===== src/rtl/vm_pkg.sv =====
// Shared widths, limits and payload types for the vending-machine sales record keeper.
package vm_pkg;
  localparam int unsigned SLOT_W         = 3;
  localparam int unsigned BCD_W          = 4;
  localparam int unsigned SLOT_MIN       = 1;
  localparam int unsigned SLOT_MAX       = 7;
  localparam int unsigned STOCK_W        = 4;
  localparam int unsigned SOLD_DIGITS    = 2;
  localparam int unsigned TOTAL_DIGITS   = 3;
  localparam int unsigned TOTAL_W        = TOTAL_DIGITS * BCD_W;
  localparam int unsigned INIT_STOCK_DEF = 10;

  typedef struct packed {
    logic [BCD_W-1:0] tens;
    logic [BCD_W-1:0] units;
  } sold_t;

  // True when s addresses a populated slot (SLOT_MIN..hi).
  function automatic logic slot_in_range(input logic [SLOT_W-1:0] s, input int unsigned hi);
    return (32'(s) >= SLOT_MIN) && (32'(s) <= hi);
  endfunction
endpackage


===== src/rtl/sales_counter_bank_if.sv =====
// Request/view/result bundle between the button front end and the sales record keeper.
interface sales_counter_bank_if;
  import vm_pkg::*;

  logic               sale_req;
  logic [SLOT_W-1:0]  sale_slot;
  logic               restock_req;
  logic [SLOT_W-1:0]  restock_slot;
  logic               clear_all;
  logic [SLOT_W-1:0]  view_slot;
  logic [BCD_W-1:0]   sold1;
  logic [BCD_W-1:0]   sold2;
  logic [STOCK_W-1:0] stock;
  logic [TOTAL_W-1:0] total_bcd;
  logic               sale_ok;
  logic               sale_rej;

  modport master (
    output sale_req, sale_slot, restock_req, restock_slot, clear_all, view_slot,
    input  sold1, sold2, stock, total_bcd, sale_ok, sale_rej
  );

  modport slave (
    input  sale_req, sale_slot, restock_req, restock_slot, clear_all, view_slot,
    output sold1, sold2, stock, total_bcd, sale_ok, sale_rej
  );
endinterface


===== src/rtl/bcd_sat_inc.sv =====
// N-digit BCD incrementer that holds at all-nines instead of wrapping.
module bcd_sat_inc
  import vm_pkg::*;
#(
  parameter int unsigned DIGITS = 2
) (
  input  logic [DIGITS*BCD_W-1:0] value_in,
  output logic [DIGITS*BCD_W-1:0] value_inc_c
);
  localparam logic [BCD_W-1:0] NINE = BCD_W'(9);

  logic             carry;
  logic             saturated;
  logic [BCD_W-1:0] digit;

  // Ripple a +1 through the digits, units first.
  always_comb begin
    value_inc_c = value_in;
    carry       = 1'b1;
    saturated   = 1'b1;
    digit       = '0;
    for (int unsigned i = 0; i < DIGITS; i++) begin
      if (value_in[i*BCD_W +: BCD_W] != NINE) saturated = 1'b0;
    end
    if (!saturated) begin
      for (int unsigned i = 0; i < DIGITS; i++) begin
        digit = value_in[i*BCD_W +: BCD_W];
        if (carry) begin
          if (digit == NINE) begin
            value_inc_c[i*BCD_W +: BCD_W] = '0;
          end else begin
            value_inc_c[i*BCD_W +: BCD_W] = BCD_W'(digit + BCD_W'(1));
            carry = 1'b0;
          end
        end
      end
    end
  end
endmodule


===== src/rtl/sales_counter_bank.sv =====
// Per-slot BCD sold counts, stock levels and machine-wide BCD total, driven by button edges.
module sales_counter_bank
  import vm_pkg::*;
#(
  parameter int unsigned SLOTS      = SLOT_MAX,
  parameter int unsigned INIT_STOCK = INIT_STOCK_DEF
) (
  input  logic                 clk,
  input  logic                 rst,
  sales_counter_bank_if.slave  bus
);
  localparam int unsigned        NUM_IDX = 1 << SLOT_W;
  localparam logic [STOCK_W-1:0] INIT_Q  = STOCK_W'(INIT_STOCK);

  logic               sale_req_d;
  logic               restock_req_d;
  logic [STOCK_W-1:0] stock_q [NUM_IDX];
  sold_t              sold_q  [NUM_IDX];
  logic [TOTAL_W-1:0] total_q;

  logic               sale_ev_c;
  logic               restock_ev_c;
  logic               restock_hit_c;
  logic               sale_accept_c;
  sold_t              sold_sel_c;
  sold_t              sold_inc_c;
  logic [TOTAL_W-1:0] total_inc_c;

  assign sale_ev_c     = bus.sale_req & ~sale_req_d;
  assign restock_ev_c  = bus.restock_req & ~restock_req_d;
  assign restock_hit_c = restock_ev_c && slot_in_range(bus.restock_slot, SLOTS);

  // A same-slot restock or a clear in the same cycle pre-empts the sale.
  assign sale_accept_c = sale_ev_c
                      && slot_in_range(bus.sale_slot, SLOTS)
                      && (stock_q[bus.sale_slot] != '0)
                      && !bus.clear_all
                      && !(restock_hit_c && (bus.restock_slot == bus.sale_slot));

  assign sold_sel_c = sold_q[bus.sale_slot];

  bcd_sat_inc #(.DIGITS(SOLD_DIGITS)) u_sold_inc (
    .value_in    (sold_sel_c),
    .value_inc_c (sold_inc_c)
  );

  bcd_sat_inc #(.DIGITS(TOTAL_DIGITS)) u_total_inc (
    .value_in    (total_q),
    .value_inc_c (total_inc_c)
  );

  // Edge detectors start high so a request held through reset never fires.
  always_ff @(posedge clk) begin
    if (rst) begin
      sale_req_d    <= 1'b1;
      restock_req_d <= 1'b1;
      total_q       <= '0;
      for (int unsigned i = 0; i < NUM_IDX; i++) begin
        stock_q[i] <= slot_in_range(SLOT_W'(i), SLOTS) ? INIT_Q : '0;
        sold_q[i]  <= '0;
      end
    end else begin
      sale_req_d    <= bus.sale_req;
      restock_req_d <= bus.restock_req;
      if (bus.clear_all)  total_q <= '0;
      else if (sale_accept_c) total_q <= total_inc_c;
      for (int unsigned i = 0; i < NUM_IDX; i++) begin
        if (slot_in_range(SLOT_W'(i), SLOTS)) begin
          if (bus.clear_all) begin
            sold_q[i] <= '0;
          end else if (sale_accept_c && (bus.sale_slot == SLOT_W'(i))) begin
            sold_q[i] <= sold_inc_c;
          end
          if (restock_hit_c && (bus.restock_slot == SLOT_W'(i))) begin
            stock_q[i] <= INIT_Q;
          end else if (sale_accept_c && (bus.sale_slot == SLOT_W'(i))) begin
            stock_q[i] <= stock_q[i] - STOCK_W'(1);
          end
        end
      end
    end
  end

  // Registered presentation of the viewed slot, the total and the sale verdict.
  always_ff @(posedge clk) begin
    if (rst) begin
      bus.sold1     <= '0;
      bus.sold2     <= '0;
      bus.stock     <= '0;
      bus.total_bcd <= '0;
      bus.sale_ok   <= 1'b0;
      bus.sale_rej  <= 1'b0;
    end else begin
      if (slot_in_range(bus.view_slot, SLOTS)) begin
        bus.sold1 <= sold_q[bus.view_slot].units;
        bus.sold2 <= sold_q[bus.view_slot].tens;
        bus.stock <= stock_q[bus.view_slot];
      end else begin
        bus.sold1 <= '0;
        bus.sold2 <= '0;
        bus.stock <= '0;
      end
      bus.total_bcd <= total_q;
      bus.sale_ok   <= sale_accept_c;
      bus.sale_rej  <= sale_ev_c && !sale_accept_c;
    end
  end
endmodule


===== src/flat_wrapper.sv =====
// flat-port wrapper written by rule: the top's interface ports become plain ports
module sales_counter_bank_flat import vm_pkg::*;
#(
  parameter int unsigned SLOTS      = SLOT_MAX,
  parameter int unsigned INIT_STOCK = INIT_STOCK_DEF
)
  (clk, rst, bus_sale_req, bus_sale_slot, bus_restock_req, bus_restock_slot, bus_clear_all, bus_view_slot, bus_sold1, bus_sold2, bus_stock, bus_total_bcd, bus_sale_ok, bus_sale_rej);
  sales_counter_bank_if bus_i ();
  input  logic clk;
  input  logic rst;
  input wire logic [$bits(bus_i.sale_req)-1:0] bus_sale_req;
  input wire logic [$bits(bus_i.sale_slot)-1:0] bus_sale_slot;
  input wire logic [$bits(bus_i.restock_req)-1:0] bus_restock_req;
  input wire logic [$bits(bus_i.restock_slot)-1:0] bus_restock_slot;
  input wire logic [$bits(bus_i.clear_all)-1:0] bus_clear_all;
  input wire logic [$bits(bus_i.view_slot)-1:0] bus_view_slot;
  output wire logic [$bits(bus_i.sold1)-1:0] bus_sold1;
  output wire logic [$bits(bus_i.sold2)-1:0] bus_sold2;
  output wire logic [$bits(bus_i.stock)-1:0] bus_stock;
  output wire logic [$bits(bus_i.total_bcd)-1:0] bus_total_bcd;
  output wire logic [$bits(bus_i.sale_ok)-1:0] bus_sale_ok;
  output wire logic [$bits(bus_i.sale_rej)-1:0] bus_sale_rej;
  assign bus_i.sale_req = bus_sale_req;
  assign bus_i.sale_slot = bus_sale_slot;
  assign bus_i.restock_req = bus_restock_req;
  assign bus_i.restock_slot = bus_restock_slot;
  assign bus_i.clear_all = bus_clear_all;
  assign bus_i.view_slot = bus_view_slot;
  assign bus_sold1 = bus_i.sold1;
  assign bus_sold2 = bus_i.sold2;
  assign bus_stock = bus_i.stock;
  assign bus_total_bcd = bus_i.total_bcd;
  assign bus_sale_ok = bus_i.sale_ok;
  assign bus_sale_rej = bus_i.sale_rej;
  sales_counter_bank #(.SLOTS(SLOTS), .INIT_STOCK(INIT_STOCK)) u_core (.clk(clk), .rst(rst), .bus(bus_i));
endmodule

===== config.mk =====
export PLATFORM = sky130hd
export DESIGN_NAME = sales_counter_bank_flat
export DESIGN_NICKNAME = d
export VERILOG_FILES = /design/src/rtl/vm_pkg.sv /design/src/rtl/sales_counter_bank_if.sv /design/src/rtl/bcd_sat_inc.sv /design/src/rtl/sales_counter_bank.sv /design/src/flat_wrapper.sv
export SDC_FILE = /design/constraint.sdc
export NUM_CORES = 1
export LEC_CHECK = 0
export BUFFER_PORTS_ARGS = -buffer_cell sky130_fd_sc_hd__buf_2
export CAP_MARGIN = 20
export CORE_ASPECT_RATIO = 0.7
export CORE_UTILIZATION = 59
export CTS_CLUSTER_DIAMETER = 200
export DETAILED_ROUTE_END_ITERATION = 16
export PLACE_DENSITY = 0.78
export SLEW_MARGIN = 20
export SYNTH_ARGS = -nofsm -noshare
export SYNTH_HDL_FRONTEND = slang
export SYNTH_SLANG_ARGS = --single-unit

===== constraint.sdc =====
create_clock -name clk -period 3.2 [get_ports clk]
set_input_delay 0.32 -clock clk [delete_from_list [all_inputs] [get_ports clk]]
set_output_delay 0.32 -clock clk [all_outputs]
set_load 0.05 [all_outputs]

==> metrics.md, run 1 <==
| Metric | Value |
|---|---|
| Status | complete, no violations |
| CP max FO | 8 |
| Largest family of logic cells by synthesized area | simple AND/OR/NAND/NOR gates |
| Die Wd | 126 µm |
| CP max stage delay | 0.58 ns |
| Sequential share of power | 0.445 |
| Cells after Synth | 590 |
| Seq/Total Area, Yosys | 0.519 |
| Final core occ | 0.699 |
| Synthesized area per cell | 10.8 µm² |
| RSZ-0062 raised after global routing | false |
| CTS tree | done |
| Clock power frac | 0.456 |
| Starting Density | 0.613 |
| Slew headroom | 0.451 |
| Final period util | 0.935 |
| Crit path required time | 3.24 ns |
| # IOs | 40 |
| Mux share of post-synthesis cell area | 0.104 |
| Total negative slack | 0 ns |
| Vias in the first global route | 4802 |
| Post-route minimum period | 2.99 ns |
| Worst setup EP type | flop |
| DRC viols | 0 |
| H-tree levels | 4 |
| Final Max Tran Viols | 0 |
| Worst-Margin Slew | 0.817 ns |
| Comb pwr share | 0.099 |
| Per-cell routed wire length | 22.4 µm |
| Switching Share | 0.250 |
| Synthesized cell area | 6400 µm² |
| Setup violations, final | 0 |
| DP Cell Count | 747 |
| Worst skew pair latency | 0.42 ns |
| Arrival time at the worst endpoint | 3.03 ns |
| Synth Area in Simple Gates | 0.182 |
| Layout overhead on the synthesized area | 14.0% |
| Fraction of layout cells with a size suffix above 1 | 0.227 |
| Quantity of hold-fixing buffers added after cts | 0 |
| Critical Path Slowest Stage Cell | nor4_1 |
| First-pass GRT wire length | 26300 µm |
| Most common cell after layout, fill and taps aside | nor2_1 |
| XOR/XNOR Fraction of Synth Area | 0.0164 |
| Max-cap violations | 0 |
| Worst path cell trace | nor4_1 > o21ai_0 > or4_1 > and3_1 > nand3_1 > nand2_1 |
| Initial antenna violation count | 0 |
| Crit path buffers/inverters | 0 |
| Worst Setup EP | u_core.sold_q[4][0]$_SDFFCE_PN0P_ |
| Final Wtd Congestion | 0.919 |
| Psw | 1.00 mW |
| CP Depth | 6 |
| Multi-input logic area | 2810 µm² |
| P_leak | 2.75 nW |
| CTS Buf Count | 17 |
| #FFs+latches synth | 124 |
| Commonest cells after routing, fill and taps aside | nor2_1 (101), edfxtp_1 (84), dfxtp_1 (40) |
| CTS Buffer Depth | 2 |
| Syn Nets | 611 |
| Post-synthesis cell type count | 67 |
| Fin cells | 779 |
| RR Endpoint | u_core.sold_q[4][0]$_SDFFCE_PN0P_ |
| CORE AREA | 10400 µm² |
| ANT cells | 0 |
| Storage cell area | 3320 µm² |
| Setup Buffers After CTS | 0 |
| DRT Wirelength | 17500 µm |
| Internal | 3.01 mW |
| Post-CTS sizing | 0 |
| Worst setup startpoint | u_core.stock_q[7][2]$_SDFFCE_PP0P_ |
| Reg2Reg Setup Slack | 0.21 ns |
| Via count | 5156 |
| Max Clock Freq | 334 MHz |
| R2R Path Start | u_core.stock_q[7][2]$_SDFFCE_PP0P_ |
| Synth async-reset ratio | 0 |
| Clock Pin Slew Worst Setup and Hold Paths | 0.06 ns |
| Compound-Gate Fraction of Synth Area | 0.123 |
| Number of DRC markers in iteration 0 | 689 |
| Clock root buffer | clkbuf_16 |
| Nets | 655 |
| Largest net degree at the start of global routing | 34 |
| Peak VDD IR | 384 µV |
| Gr usage total | 0.324 |
| Final hold vios | 0 |
| Worst hold path type | input port to flop |
| DP Wirelength | 12200 µm |
| Fillers | 750 |
| Die H | 89.1 µm |
| PortBufs | 39 |
| Final hold slack | 0.0913 ns |
| Final setup skew | 0.00857 ns |
| Clock sinks | 124 |
| PwrDens | 550 nW/µm² |
| Synth warn | 0 |
| Synth Area in Adders | 0.0137 |
| Setup crit start kind | flop |
| Die footprint | 11300 µm² |
| # rows | 31 |
| Top_reg_cell synth | edfxtp_1 |
| Via density | 6.62 |
| Post-synth EDFFs | 84 |
| Kind of critical path | flop to flop |
| Global route overflow | 0 |
| DRT Pass-1 Iters | 5 |
| Antenna-violating nets left | 0 |
| Reg2Reg Depth | 6 |
| Delay-heaviest family, CP | simple AND/OR/NAND/NOR gates |
==> sequential cells by signal, summed over array words and instances (netlist names) <==
| signal | count |
|---|---|
| u_core.restock_req_d | 1 |
| u_core.sold_q | 56 |
| u_core.bus.sale_rej | 1 |
| u_core.total_q | 12 |
| u_core.bus.sold1 | 4 |
| u_core.bus.total_bcd | 12 |
| u_core.bus.sold2 | 4 |
| u_core.sale_req_d | 1 |
| u_core.bus.sale_ok | 1 |
| u_core.stock_q | 28 |
| u_core.bus.stock | 4 |
==> routing by layer <==
layer | GRT usage | wire (µm) | vias to the layer above
met3 | 0.114 | 2260 | 44
li1 | - | - | 2279
met5 | 0 | 0 | -
met1 | 0.449 | 7490 | 2470
met2 | 0.461 | 7280 | 363
met4 | 0.140 | 422 | 0
==> Yosys cell counts (all sizes together), types with 7 or more instances <==
master  count  area share
o21ai      18       0.014
a21oi      33       0.026
buf        18       0.020
ha          7       0.014
nor4        9      0.0088
dfxtp      40        0.13
nand3      11       0.011
o31a        9       0.013
inv        19       0.011
or4         7      0.0088
a221oi      9       0.015
edfxtp     84        0.39
a22oi      11       0.013
mux2i      10       0.016
nor2      101       0.059
nor3        7      0.0055
nor2b      18       0.018
mux4       12       0.042
xnor2      10       0.014
mux2       25       0.045
a211oi      8       0.012
nand2      29       0.017
clkbuf     19       0.011
or3        14       0.014
==> worst reg2reg max path, cell delays in order (launching register included) <==
cell and delay, ns:
edfxtp_1 0.46, nor4_1 0.59, o21ai_0 0.13, or4_1 0.53, and3_1 0.21, nand3_1 0.31
nand2_1 0.38
==> through the flow <==
| stage | instance area, µm² | power, mW | setup slack, ns |
|---|---|---|---|
| 3_5_place_dp | 6740 | 2.20 | 0.167 |
| 4_1_cts | 7300 | 4.00 | 0.297 |
| 6_report | 7300 | 4.02 | 0.209 |
| 2_1_floorplan | 6400 | 2.08 | 0.607 |
| 5_1_grt | 7300 | 4.12 | 0.146 |
| 3_3_place_gp | 6740 | 2.19 | 0.201 |
==> worst min path at each step <==
stage	startpoint	end	slack (ns)	depth (start not counted)
4_1_cts	bus_restock_req	u_core.restock_req_d$_SDFF_PP1_	0.09	2
6_report	bus_restock_req	u_core.restock_req_d$_SDFF_PP1_	0.09	2
3_3_place_gp	u_core.sale_req_d$_SDFF_PP1_	u_core.bus.sale_rej$_SDFF_PP0_	0.44	1
3_5_place_dp	u_core.sale_req_d$_SDFF_PP1_	u_core.bus.sale_rej$_SDFF_PP0_	0.45	1
2_1_floorplan	u_core.sale_req_d$_SDFF_PP1_	u_core.bus.sale_rej$_SDFF_PP0_	0.42	1
5_1_grt	bus_restock_req	u_core.restock_req_d$_SDFF_PP1_	0.09	2
==> cell type report <==
type	instances	area share
Clock buffer	21	0.0646
Clock inverter	11	0.0123
Inverter	19	0.00977
Multi-Input combinational cell	410	0.385
Sequential cell	124	0.455
Tap cell	132	0.0226
Timing Repair Buffer	62	0.0504
==> power groups by stage <==
stage          logic (mW)  clock network [mW]  registers [mW]
2_1_floorplan       0.242                   0            1.84
3_3_place_gp        0.372                   0            1.81
3_5_place_dp        0.382                   0            1.82
4_1_cts             0.384                1.83            1.79
5_1_grt             0.417                1.91            1.79
6_report            0.396                1.83            1.79
==> cell families after synthesis <==
| logic type | Yosys count |
|---|---|
| fa+ha+maj | 7 |
| mux | 47 |
| flops | 124 |
| buf+inv | 56 |
| xor+xnor | 12 |
| compound gates | 112 |
| simple gates | 232 |
Power figures use the tool's default switching activity.
==> inputs of run 2 (changes only) <==
GPL_TIMING_DRIVEN = 0   (was unset)
==> run 2 against run 1 <==
Clock power increased by 8%. First-iteration DRC count increased by 4.2%. Count of clock-buffer cells in the layout rose by 1. Sequential cell count unchanged. Register-to-register slack worse by 0.08 ns. Worst setup slack got worse by 0.079 ns. Total power up 3.7%. Combinational power rose by 2%. Global-route usage shrank 0.052 points. Critical endpoint is now u_core.sold_q[6][0]$_SDFFCE_PP0P_. Highest routed layer unchanged. Routed wire length increased by 0.78%.
==> metrics.md, run 2 (synthesized netlist as in run 1, its figures left out) <==
| Metric | Value |
|---|---|
| Vias in the first global route | 4702 (-2.1%) |
| Max-cap violations | 0 (unchanged) |
| Hold_sp | bus_restock_req |
| Nets | 666 (+1.7%) |
| Die Wd | 126 µm (unchanged) |
| DRC viols | 0 (unchanged) |
| CTS tree | done |
| Reg2Reg Setup Slack | 0.13 ns (-0.08 ns) |
| Crit path required time | 3.22 ns (-0.02 ns) |
| Largest net degree at the start of global routing | 17 (-50%) |
| # IOs | 40 (unchanged) |
| Final instance area | 7390 µm² (+1.3%) |
| Most common cell after layout, fill and taps aside | nor2_1 |
| Die footprint | 11300 µm² (unchanged) |
| Post-route minimum period | 3.07 ns (+0.0787 ns) |
| Fillers | 737 (-1.7%) |
| Highest Signal Layer | met4 |
| Total negative slack | 0 ns (unchanged) |
| Fin cells | 790 (+1.4%) |
| Setup Buffers After CTS | 0 (unchanged) |
| Final hold slack | 0.108 ns (+0.0167 ns) |
| Max reg flops | 56 (unchanged) |
| WHS Path Cells | 2 (unchanged) |
| Arrival time at the worst endpoint | 3.09 ns (+0.06 ns) |
| Die H | 89.1 µm (unchanged) |
| Fraction of layout cells with a size suffix above 1 | 0.220 (-0.00684) |
| Global route overflow | 0 (unchanged) |
| Commonest cells after routing, fill and taps aside | nor2_1 (101), edfxtp_1 (84), buf_2 (45) |
| Layout overhead on the synthesized area | 15.5% |
| Worst skew pair latency | 0.42 ns (about the same) |
| H-tree levels | 4 (unchanged) |
| R2R Path Start | u_core.stock_q[5][2]$_SDFFCE_PN0P_ |
| RSZ-0062 raised after global routing | false |
| Number of DRC markers in iteration 0 | 718 (+4.2%) |
| Clock root buffer | clkbuf_16 |
| Per-cell routed wire length | 22.3 µm (-0.62%) |
| Slew headroom | 0.268 (-0.182) |
| Final hold vios | 0 (unchanged) |
| Final setup skew | 0.0101 ns (+0.00150 ns) |
| Initial antenna violation count | 0 (unchanged) |
| Setup crit start kind | flop |
| CORE AREA | 10400 µm² (unchanged) |
| Gr usage total | 0.323 (-0.000515) |
| Final Max Tran Viols | 0 (unchanged) |
| # rows | 31 (unchanged) |
| Starting Density | 0.613 (unchanged) |
| Met3 WL | 2480 µm (+9.5%) |
| Clock Pin Slew Worst Setup and Hold Paths | 0.06 ns (about the same) |
| Antenna-violating nets left | 0 (unchanged) |
| WL met2 | 7210 µm (-0.99%) |
| First-pass GRT wire length | 26200 µm (-0.42%) |
| Worst-Margin Slew | 1.09 ns (+0.275 ns) |
| Reg2Reg Depth | 7 (+1) |
| Via density | 6.62 (about the same) |
| CTS Buf Count | 17 (unchanged) |
| DRT Wirelength | 17600 µm (+0.78%) |
| Final WS setup | 0.130 ns (-0.0787 ns) |
| Max Clock Freq | 326 MHz (-2.6%) |
| CTS Buffer Depth | 2 (unchanged) |
| Clock sinks | 124 (unchanged) |
| Final period util | 0.959 (+0.0246) |
| CP max FO | 10 (+2) |
| Final Wtd Congestion | 0.904 (-1.6%) |
| RR Endpoint | u_core.sold_q[6][0]$_SDFFCE_PP0P_ |
| Setup slack after placement | -0.00793 ns (-0.175 ns) |
| End of the worst hold path | u_core.restock_req_d$_SDFF_PP1_ |
| Routed length on met1 | 7730 µm (+3.2%) |
| Top Registers | u_core.sold_q: 56 flops, u_core.stock_q: 28 flops |
| Cell Area, Placed | 6750 µm² (+0.26%) |
| Peak VDD IR | 391 µV (+1.8%) |
| DP Cell Count | 758 (+1.5%) |
| Status | complete, no violations |
| Via count | 5232 (+1.5%) |
| Setup violations, final | 0 (unchanged) |
| ANT cells | 0 (unchanged) |
| PortBufs | 35 (-10%) |
| Worst setup EP type | flop |
| P_leak | 2.76 nW (+0.44%) |
| DP Wirelength | 12400 µm (+1.9%) |
| DRT Pass-1 Iters | 6 (+1) |
| Worst hold path type | input port to flop |
| Kind of critical path | flop to flop |
| Biggest register | u_core.sold_q |
| PwrDens | 563 nW/µm² (+2.3%) |
## run 2: changes by cell type in the layout (fill, tap and decap cells not counted), sizes merged
cell and change:
inv +2, clkbuf +20, clkinv -1, clkinvlp -2
buf -8
## run 2: worst max path at each step
| stage | endpoint | start | slack, ns |
|---|---|---|---|
| 3_5_place_dp | u_core.sold_q[4][1]$_SDFFCE_PN0P_ | u_core.stock_q[5][2]$_SDFFCE_PN0P_ | -0.008 |
| 3_3_place_gp | u_core.sold_q[5][1]$_SDFFCE_PN0P_ | bus_sale_slot[1] | -0.44 |
| 2_1_floorplan | u_core.sold_q[5][0]$_SDFFCE_PN0P_ | bus_restock_slot[0] | 0.61 |
| 4_1_cts | u_core.sold_q[4][5]$_SDFFCE_PN0P_ | u_core.stock_q[5][2]$_SDFFCE_PN0P_ | 0.08 |
| 6_report | u_core.sold_q[6][0]$_SDFFCE_PP0P_ | u_core.stock_q[5][2]$_SDFFCE_PN0P_ | 0.13 |
| 5_1_grt | u_core.sold_q[6][6]$_SDFFCE_PP0P_ | u_core.stock_q[4][0]$_SDFFCE_PN0P_ | 0.0005 |
## run 2: through the flow
stage / util / power, mW
2_1_floorplan: - / 2.08
3_3_place_gp: 0.646 / 2.19
3_5_place_dp: 0.647 / 2.20
4_1_cts: 0.707 / 4.14
5_1_grt: 0.709 / 4.25
6_report: 0.709 / 4.16
## run 2: metal layers
| metal | global-route usage | up-vias |
|---|---|---|
| li1 | - | 2305 |
| met3 | 0.110 | 29 |
| met1 | 0.490 | 2510 |
| met5 | 0 | - |
| met2 | 0.433 | 388 |
| met4 | 0.0953 | 0 |
## run 2: worst max-delay path, stage by stage (launching register included)
cell	delay, ns
edfxtp_1	0.50
nor4_4	0.43
nor2_1	0.06
or4_1	0.62
nand3_4	0.17
buf_2	0.24
buf_2	0.27
o21ai_1	0.37
## run 2: cell type report
class | count | area [µm²] | area share
flip-flops and latches | 124 | 3320 | 0.449
inverters | 19 | 71.3 | 0.00964
well taps | 132 | 165 | 0.0223
clock inverters | 10 | 96.3 | 0.0130
plain buffers | 37 | 198 | 0.0267
repair buffers | 36 | 183 | 0.0247
multi-input cells | 410 | 2840 | 0.384
clock buffers | 22 | 518 | 0.0701
## run 2: power breakdown
part	internal (mW)	switching (mW)
Sequential	1.76	0.0305
Combinational	0.128	0.275
Clock	1.24	0.738
## run 2: what timing repair did
item	CTS	global route
hold buffers	0	0
gates resized for setup	2	3
endpoints found under the setup margin	8	32
